==> config.mk <==
export PLATFORM = sky130hd
export DESIGN_NAME = reorder_buffer
export DESIGN_NICKNAME = d
export VERILOG_FILES = /design/src/rtl/reorder_buffer.sv
export SDC_FILE = /design/constraint.sdc
export NUM_CORES = 2
export LEC_CHECK = 0
export ABC_AREA = 0
export BUFFER_PORTS_ARGS = -buffer_cell sky130_fd_sc_hd__buf_2
export CORE_ASPECT_RATIO = 1.4
export CORE_UTILIZATION = 50
export CTS_CLUSTER_SIZE = 40
export DETAILED_ROUTE_END_ITERATION = 8
export HOLD_SLACK_MARGIN = 0.05
export PLACE_DENSITY = 0.69
export REMOVE_ABC_BUFFERS = 1
export SLEW_MARGIN = 20
export SYNTH_ARGS = -nofsm -noshare
export SYNTH_HDL_FRONTEND = slang
export SYNTH_SLANG_ARGS = --single-unit
==> constraint.sdc <==
create_clock -name clk -period 6.15 [get_ports clk]
set_clock_uncertainty 0.2 [all_clocks]
set_input_delay 1.5375 -clock clk [delete_from_list [all_inputs] [get_ports clk]]
set_output_delay 1.5375 -clock clk [all_outputs]
set_load 0.005 [all_outputs]
==> src/rtl/reorder_buffer.sv <==
// Circular in-order retirement buffer: allocates per dispatch, captures CDB results, answers tag
// queries, retires one entry per cycle and flushes on a mispredicted branch. Option: ROB_CDB_BYPASS_EN.
module reorder_buffer #(
  parameter int ROB_LEN  = 4,
  parameter int DATA_LEN = 32,
  parameter int ADDR_LEN = 32,
  parameter int REG_LEN  = 5
) (
  input  logic                clk,
  input  logic                rst,
  input  logic                rdy,
  input  logic                ena_from_dsp,
  input  logic [REG_LEN-1:0]  rd_from_dsp,
  input  logic                is_store_from_dsp,
  input  logic                is_br_from_dsp,
  input  logic                pred_jump_from_dsp,
  input  logic [ADDR_LEN-1:0] pc_from_dsp,
  output logic [ROB_LEN:0]    Q_to_dsp,
  input  logic [ROB_LEN:0]    Q1_from_dsp,
  input  logic [ROB_LEN:0]    Q2_from_dsp,
  output logic                ready1_to_dsp,
  output logic                ready2_to_dsp,
  output logic [DATA_LEN-1:0] V1_to_dsp,
  output logic [DATA_LEN-1:0] V2_to_dsp,
  output logic                full_to_if,
  input  logic                cdb_alu_valid,
  input  logic [ROB_LEN:0]    cdb_alu_Q,
  input  logic [DATA_LEN-1:0] cdb_alu_V,
  input  logic                cdb_alu_jump,
  input  logic [ADDR_LEN-1:0] cdb_alu_target,
  input  logic                cdb_lsb_valid,
  input  logic [ROB_LEN:0]    cdb_lsb_Q,
  input  logic [DATA_LEN-1:0] cdb_lsb_V,
  output logic                commit_flag_to_reg,
  output logic [REG_LEN-1:0]  rd_to_reg,
  output logic [ROB_LEN:0]    Q_to_reg,
  output logic [DATA_LEN-1:0] V_to_reg,
  output logic                commit_store_to_lsb,
  output logic                rollback_flag,
  output logic [ADDR_LEN-1:0] target_pc_to_if
);

  localparam int ROB_SIZE = 2 ** ROB_LEN;
  localparam logic [ROB_LEN:0] TAG_ONE = (ROB_LEN+1)'(1);
  localparam logic [ROB_LEN:0] TAG_MAX = (ROB_LEN+1)'(ROB_SIZE);

  logic [ROB_LEN-1:0]  head;
  logic [ROB_LEN-1:0]  tail;
  logic [ROB_LEN:0]    count;
  logic [ROB_SIZE-1:0] ent_valid;
  logic [ROB_SIZE-1:0] ent_ready;
  logic [ROB_SIZE-1:0] ent_store;
  logic [ROB_SIZE-1:0] ent_br;
  logic [ROB_SIZE-1:0] ent_pred;
  logic [ROB_SIZE-1:0] ent_jump;
  logic [REG_LEN-1:0]  ent_rd     [ROB_SIZE];
  logic [ADDR_LEN-1:0] ent_pc     [ROB_SIZE];
  logic [ADDR_LEN-1:0] ent_target [ROB_SIZE];
  logic [DATA_LEN-1:0] ent_value  [ROB_SIZE];
  logic                store_sent;

  // Tag = index+1, so tag 0 and anything above ROB_SIZE never names an entry.
  function automatic logic tag_ok(input logic [ROB_LEN:0] q);
    return (q != '0) && (q <= TAG_MAX);
  endfunction

  function automatic logic [ROB_LEN-1:0] tag_idx(input logic [ROB_LEN:0] q);
    logic [ROB_LEN:0] t;
    t = q - TAG_ONE;
    return t[ROB_LEN-1:0];
  endfunction

  function automatic logic [DATA_LEN:0] lookup(input logic [ROB_LEN:0] q);
    logic [DATA_LEN:0]  r;
    logic [ROB_LEN-1:0] i;
    r = '0;
    i = tag_idx(q);
    if (tag_ok(q) && ent_valid[i]) begin
      if (ent_ready[i]) r = {1'b1, ent_value[i]};
`ifdef ROB_CDB_BYPASS_EN
      if (cdb_lsb_valid && (cdb_lsb_Q == q)) r = {1'b1, cdb_lsb_V};
      if (cdb_alu_valid && (cdb_alu_Q == q)) r = {1'b1, cdb_alu_V};
`endif
    end
    return r;
  endfunction

  logic [ROB_LEN-1:0] alu_idx;
  logic [ROB_LEN-1:0] lsb_idx;
  logic alu_hit;
  logic lsb_hit;
  logic commit_now;
  logic mispredict;
  logic store_issue;
  logic alloc_ok;
  logic head_writes_reg;

  assign alu_idx = tag_idx(cdb_alu_Q);
  assign lsb_idx = tag_idx(cdb_lsb_Q);
  assign alu_hit = cdb_alu_valid && tag_ok(cdb_alu_Q) && ent_valid[alu_idx];
  assign lsb_hit = cdb_lsb_valid && tag_ok(cdb_lsb_Q) && ent_valid[lsb_idx];

  // A store only retires after it has been released to the LSB and the LSB has reported back.
  assign commit_now = !rollback_flag && ent_valid[head] && ent_ready[head]
                      && (!ent_store[head] || store_sent);
  assign mispredict = commit_now && ent_br[head] && (ent_jump[head] != ent_pred[head]);
  assign store_issue = !rollback_flag && ent_valid[head] && ent_store[head] && !store_sent;
  assign alloc_ok = ena_from_dsp && (count < TAG_MAX) && !rollback_flag;
  assign head_writes_reg = !ent_store[head] && (ent_rd[head] != '0);

  assign Q_to_dsp   = {1'b0, tail} + TAG_ONE;
  assign full_to_if = (count >= (TAG_MAX - TAG_ONE));

  always_comb begin
    {ready1_to_dsp, V1_to_dsp} = lookup(Q1_from_dsp);
    {ready2_to_dsp, V2_to_dsp} = lookup(Q2_from_dsp);
  end

  always_ff @(posedge clk) begin
    if (rst) begin
      head                <= '0;
      tail                <= '0;
      count               <= '0;
      ent_valid           <= '0;
      ent_ready           <= '0;
      store_sent          <= 1'b0;
      commit_flag_to_reg  <= 1'b0;
      rd_to_reg           <= '0;
      Q_to_reg            <= '0;
      V_to_reg            <= '0;
      commit_store_to_lsb <= 1'b0;
      rollback_flag       <= 1'b0;
      target_pc_to_if     <= '0;
    end else if (rdy) begin
      commit_flag_to_reg  <= 1'b0;
      rd_to_reg           <= '0;
      Q_to_reg            <= '0;
      V_to_reg            <= '0;
      commit_store_to_lsb <= 1'b0;
      rollback_flag       <= 1'b0;
      target_pc_to_if     <= '0;
      if (rollback_flag) begin
        // Whole rollback cycle is dead: dispatch and CDB traffic is wrong-path.
        head       <= '0;
        tail       <= '0;
        count      <= '0;
        ent_valid  <= '0;
        ent_ready  <= '0;
        store_sent <= 1'b0;
      end else if (mispredict) begin
        if (head_writes_reg) begin
          commit_flag_to_reg <= 1'b1;
          rd_to_reg          <= ent_rd[head];
          Q_to_reg           <= {1'b0, head} + TAG_ONE;
          V_to_reg           <= ent_value[head];
        end
        rollback_flag   <= 1'b1;
        target_pc_to_if <= ent_jump[head] ? ent_target[head] : ent_pc[head] + ADDR_LEN'(4);
        head       <= '0;
        tail       <= '0;
        count      <= '0;
        ent_valid  <= '0;
        ent_ready  <= '0;
        store_sent <= 1'b0;
      end else begin
        if (alu_hit) begin
          ent_ready[alu_idx]  <= 1'b1;
          ent_value[alu_idx]  <= cdb_alu_V;
          ent_jump[alu_idx]   <= cdb_alu_jump;
          ent_target[alu_idx] <= cdb_alu_target;
        end
        if (lsb_hit) begin
          ent_ready[lsb_idx] <= 1'b1;
          ent_value[lsb_idx] <= cdb_lsb_V;
        end
        if (commit_now) begin
          if (head_writes_reg) begin
            commit_flag_to_reg <= 1'b1;
            rd_to_reg          <= ent_rd[head];
            Q_to_reg           <= {1'b0, head} + TAG_ONE;
            V_to_reg           <= ent_value[head];
          end
          ent_valid[head] <= 1'b0;
          head            <= head + ROB_LEN'(1);
          store_sent      <= 1'b0;
        end else if (store_issue) begin
          commit_store_to_lsb <= 1'b1;
          store_sent          <= 1'b1;
        end
        if (alloc_ok) begin
          ent_valid[tail] <= 1'b1;
          ent_ready[tail] <= 1'b0;
          ent_store[tail] <= is_store_from_dsp;
          ent_br[tail]    <= is_br_from_dsp;
          ent_pred[tail]  <= pred_jump_from_dsp;
          ent_jump[tail]  <= 1'b0;
          ent_rd[tail]    <= rd_from_dsp;
          ent_pc[tail]    <= pc_from_dsp;
          tail            <= tail + ROB_LEN'(1);
        end
        if (alloc_ok && !commit_now) count <= count + TAG_ONE;
        else if (!alloc_ok && commit_now) count <= count - TAG_ONE;
      end
    end
  end

endmodule

Yosys cells after proc, flatten, opt, wreduce, memory -nomap -nowiden
Memories as Yosys holds them, arrays and structs flattened. A register that Yosys moved wholly into a read port is not among the register bits.
Cells that the tools add are included.
W data, S select, Z words.
{"block": "op_classes", "magnitude_cmp": 16, "eq_ne": 1, "addsub": 11, "bitwise": 11, "n_mux": 132, "reduce_logical": 47}
{"cell": "$mux W16", "count": 27}
{"cell": "$mux W32", "count": 7}
{"cell": "$mux W33", "count": 4}
{"cell": "$bwmux W16", "count": 4}
{"cell": "$mux W5", "count": 12}
{"cell": "$mux W4", "count": 14}
{"cell": "$and A16 B16 Y16", "count": 3}
{"cell": "$bmux W1 S4", "count": 12}
{"cell": "$mux W1", "count": 48}
{"cell": "$or A16 B16 Y16", "count": 3}
{"cell": "$add A32 B3 Y32 const B", "count": 1}
{"cell": "$not A16 Y16", "count": 2}
{"cell": "$lt A4 B5 Y1 const B", "count": 6}
{"cell": "$logic_and A1 B1 Y1", "count": 26}
{"cell": "$reduce_bool A5 Y1", "count": 5}
{"cell": "$le A5 B5 Y1 const B", "count": 4}
{"cell": "$demux W1 S4", "count": 4}
{"cell": "$ge A4 B1 Y1 const B", "count": 4}
{"cell": "$sub A4 B1 Y4 const B", "count": 4}
{"cell": "$add A4 B1 Y5 const B", "count": 2}
{"cell": "$add A4 B1 Y4 const B", "count": 2}
{"cell": "$reduce_and A2 Y1", "count": 4}
{"cell": "$reduce_bool A4 Y1", "count": 2}
{"cell": "$reduce_bool A3 Y1", "count": 2}
{"cell": "10 further kinds", "count": 16}
{"block": "word_totals", "n_memories": 4, "ram_bits": 1616, "in_bits": 163, "regBits": 187, "out_inout_bits": 149}
{"name": "ent_pc", "words": 16, "width": 32, "read_ports": 1, "rd_clocked_by_memory_dff": 1, "write_ports": 1, "line_no": "57", "source": "logic [ADDR_LEN-1:0] ent_pc [ROB_SIZE];"}
{"name": "ent_target", "words": 16, "width": 32, "read_ports": 1, "rd_clocked_by_memory_dff": 1, "write_ports": 1, "line_no": "58", "source": "logic [ADDR_LEN-1:0] ent_target [ROB_SIZE];"}
{"name": "ent_value", "words": 16, "width": 32, "read_ports": 3, "rd_clocked_by_memory_dff": 1, "write_ports": 2, "line_no": "59", "source": "logic [DATA_LEN-1:0] ent_value [ROB_SIZE];"}
{"name": "ent_rd", "words": 16, "width": 5, "read_ports": 1, "rd_clocked_by_memory_dff": 1, "write_ports": 1, "line_no": "56", "source": "logic [REG_LEN-1:0] ent_rd [ROB_SIZE];"}

Longest topological paths before layout
{"block": "depth", "word_depth": 21, "depth_mapped": 18}

Worst setup path before layout
Ideal clock, no wire load.
{"block": "synth_path", "path_type": "input to output", "start": "in Q1_from_dsp[0]", "end": "out V1_to_dsp[23]", "path_buffers": 2, "slack_ps": 223, "stages": 9, "required_time_ps": 4412, "arrival_ps": 4190, "cell_sequence": "clkbuf_1 clkinv_1 ha_1 xnor2_1 mux4_2 mux4_2 nor2_1 clkbuf_1 and2_1"}
{"block": "synth_between", "elab_chain_cells": 5}
{"item": "start, declared", "line_no": "19", "source": "input logic [ROB_LEN:0] Q1_from_dsp,"}
{"item": "$sub A4 B1 Y4", "line_no": "69", "source": "t = q - TAG_ONE;"}
{"item": "$bmux W1 S4 (on tied branches)", "line_no": "79, 78"}
{"item": "$mux W1 (on tied branches)", "line_no": "79, 78"}
{"item": "$mux W33 / $logic_and A1 B1 Y1 (equally long branches)", "line_no": "79, 78"}
{"item": "$mux W33 *", "line_no": "78", "source": "if (tag_ok(q) && ent_valid[i]) begin"}
{"item": "end, declared", "line_no": "23", "source": "output logic [DATA_LEN-1:0] V1_to_dsp,"}
Mark *: on every way between the ends. The rest lies on a longest branch, timed or not. The select of a mux whose other input is x is not followed.

Final worst setup path
{"block": "layout_path", "start": "in Q1_from_dsp[0]", "end": "out V1_to_dsp[20]"}
The elaborated chain is that of the path after synthesis.

==> results.cfg <==
[yosys]
yosysMostFrequentCell = edfxtp_1
synth_seq_area_share_pct = 61.9
ys.flop_type = edfxtp_1
ys_top_cells_by_area = edfxtp_1 59%, mux4_2 22%, mux2_2 5.7%, dfxtp_1 3.0%, clkbuf_1 0.86%
syn_inst = 4488
synth_edf_count = 1680
yosys_warnings = 0
synth_largest_area_cell = edfxtp_1
ys_seq_elements = 1807
mappedNetlistArea_um2 = 85600
async_reset_ff_share_pct = 0
synth.cells.most_frequent = 1680 x edfxtp_1, 838 x mux4_2, 436 x mux2_2
ys_types = 65
synth.avg_cell_area_um2 = 19.1
synth.top_cell.area_share_pct = 58.9

[worst_setup_path]
crit_chain = buf_8 -> clkinv_1 -> ha_4 -> xnor2_2 -> mux4_2 -> mux4_2 -> nor2_4 -> buf_4 -> and2_1 -> buf_2
cpPeakStageDelay_ps = 510
r2r-end = ent_ready[3]$_SDFFE_PP0P_
r2r_cells = 11
crit_fanout = 33
path_delay_family = multiplexers
cp-start-kind = input port
cp.required_ps = 4410
path_class = input port to output port
critPathBufInv = 4
r2r_slack_ps = 880
endpoint_kind = output port
crit_arrival_ps = 4280
crit_top_cell = mux4_2
critPathSlowestCell = mux4_2
r2r-start = head[0]$_SDFFE_PP0P_

[detailed_routing]
drt_iter0_drc = 5337
num_vias = 47500
via_per_inst = 6.62
wl_per_cell_um = 33.7
drt-total-wl_mm = 242
ant_nets = 0
drcViolationCount = 0
dr.pass1.iters = 6

[clock_tree]
cts_sinks = 1807
hold_buffers = 0
cts_tree = built
clk_path_buf_depth = 3
cts_buffers = 174
cts-root-buf = clkbuf_16
clk_pin_slew_ps = 60
htree_levels = 4
post_cts_buffers = 0
ctsResizeCount = 0
insertion_delay_ps = 860

[placement]
placed_cells = 6832
port_buffers = 311
place.gp.congestion = 0.886
placedInstanceArea_um2 = 90500
hpwl_mm = 137

[pwr]
ir_drop_uv = 303
power.leakage_nw = 30.3
power.density_nw_per_um2 = 266

[sta]
rsz0062_at_grt = no
setup_viol = 0
timing.final.crit_share_pct = 97.9
hold_viol = 0
period_minus_slack_ps = 6020
slew_headroom_pct = 26.3
max_freq_mhz = 166
drv_slew = 0
tightest_slew_ps = 1090

[floorplan]
die_h_um = 492
num_io_pins = 312
die_x_um = 352
row_count = 179
core_um2 = 170000
dieArea_um2 = 173000
initial_utilization_pct = 50.4

[grt]
grt_max_degree = 129
gr-usage-all-layers_pct = 28.2
antenna_found_initial = 52
grt_pass1_wl_mm = 345
grt_pass1_vias = 48500
grt.overflow.total = 0

[layout]
layout-drive-gt1-share_pct = 42.6
area_delta_synth_final_pct = 12.5
stdcell_area_um2 = 96300
largest_registers = ent_pc: 512 flops, ent_target: 512 flops, ent_value: 512 flops
fin_nets = 4938
fin_util_pct = 56.7
instances_no_fill = 7176

[hold_path]
hold_path_class = flop to flop
hold_depth = 2
hp-start = commit_flag_to_reg$_SDFFE_PP0P_
min_to = commit_flag_to_reg$_SDFFE_PP0P_

[status]
status = complete, no violations

[run]
cap_viol_max_count = 0
logic make-up after synthesis:
kind of cell / share of synthesized area (%)
and+or+nand+nor: 3.13
DFF: 61.9
buffers and inverters: 2.44
AOI/OAI and AO/OA: 1.94
adders and majority gates: 0.433
muxes: 29.7
xor gates and xnor gates: 0.430
area by class of cell:
cell class | count | area (um^2)
inverter | 68 | 263
multi-input combinational | 2249 | 31000
antenna | 17 | 42.5
clock inverter | 112 | 1290
clock buffer | 215 | 4550
tap | 2262 | 2830
fill | 12700 | 73700
sequential | 1807 | 53000
timing repair buffer | 446 | 3320
routing by layer:
layer	up-vias	global-route usage, %	share of wire (%)
met2	2523	46.7	50
met4	66	11.1	4.1
met3	597	7.79	10
li1	19200	-	-
met1	25100	35.0	36
met5	-	0	0.17
layout by cell type (no fill, tap or decap), drive strengths merged, types with 9 or more instances in the layout:
cell type and count:
a211oi 9, a21oi 21, a22oi 32, and2 73, and3 11, buf 446
bufinv 16, clkbuf 215, clkinv 91, dfxtp 127, diode 17, edfxtp 1680
ha 28, inv 67, mux2 513, mux2i 64, mux4 841, nand2 170
nand2b 9, nand3 40, nand4 13, nor2 112, nor2b 13, nor3 22
nor4 21, o21ai 95, o21bai 19, o31ai 12, xnor2 21, xor2 21
where the power goes:
group	internal, mW	switching, mW	leakage [nW]
Combinational	0.573	0.737	11.3
Clock	6.02	4.84	2.82
Sequential	13.4	0.0115	16.1
stage by stage:
step | worst slack, ps | setup TNS (ps) | total power [mW] | hold slack (ps)
floorplan | -13560 | -1151520 | 14.5 | 239
global placement | 293 | 0 | 15.0 | 228
detailed placement | 193 | 0 | 15.0 | 233
CTS | 177 | 0 | 25.8 | 245
global route | 20.8 | 0 | 26.3 | 267
finish | 131 | 0 | 25.6 | 241
worst reg2reg max path, cell delays in order, from the launching register on:
cell and delay, ps:
dfxtp_2 650, buf_4 370, mux4_1 630, mux4_2 480, xor2_1 300, nand2_4 170
nor2_1 150, nor2_1 130, nand2_4 510, buf_4 560, inv_1 580, a32o_1 430
how the worst max path moves through the flow:
stage / start / endpoint / slack (ps) / depth (start not counted)
3_5_place_dp: Q1_from_dsp[0] / V1_to_dsp[20] / 190 / 10
4_1_cts: Q1_from_dsp[0] / V1_to_dsp[20] / 180 / 10
2_1_floorplan: flop / target_pc_to_if[31]$_SDFFE_PP0P_ / -13560 / 8
3_3_place_gp: Q1_from_dsp[0] / V1_to_dsp[20] / 290 / 10
6_report: Q1_from_dsp[0] / V1_to_dsp[20] / 130 / 10
5_1_grt: Q1_from_dsp[0] / V1_to_dsp[20] / 20 / 10
No activity file was read; power rests on OpenSTA's default activity.
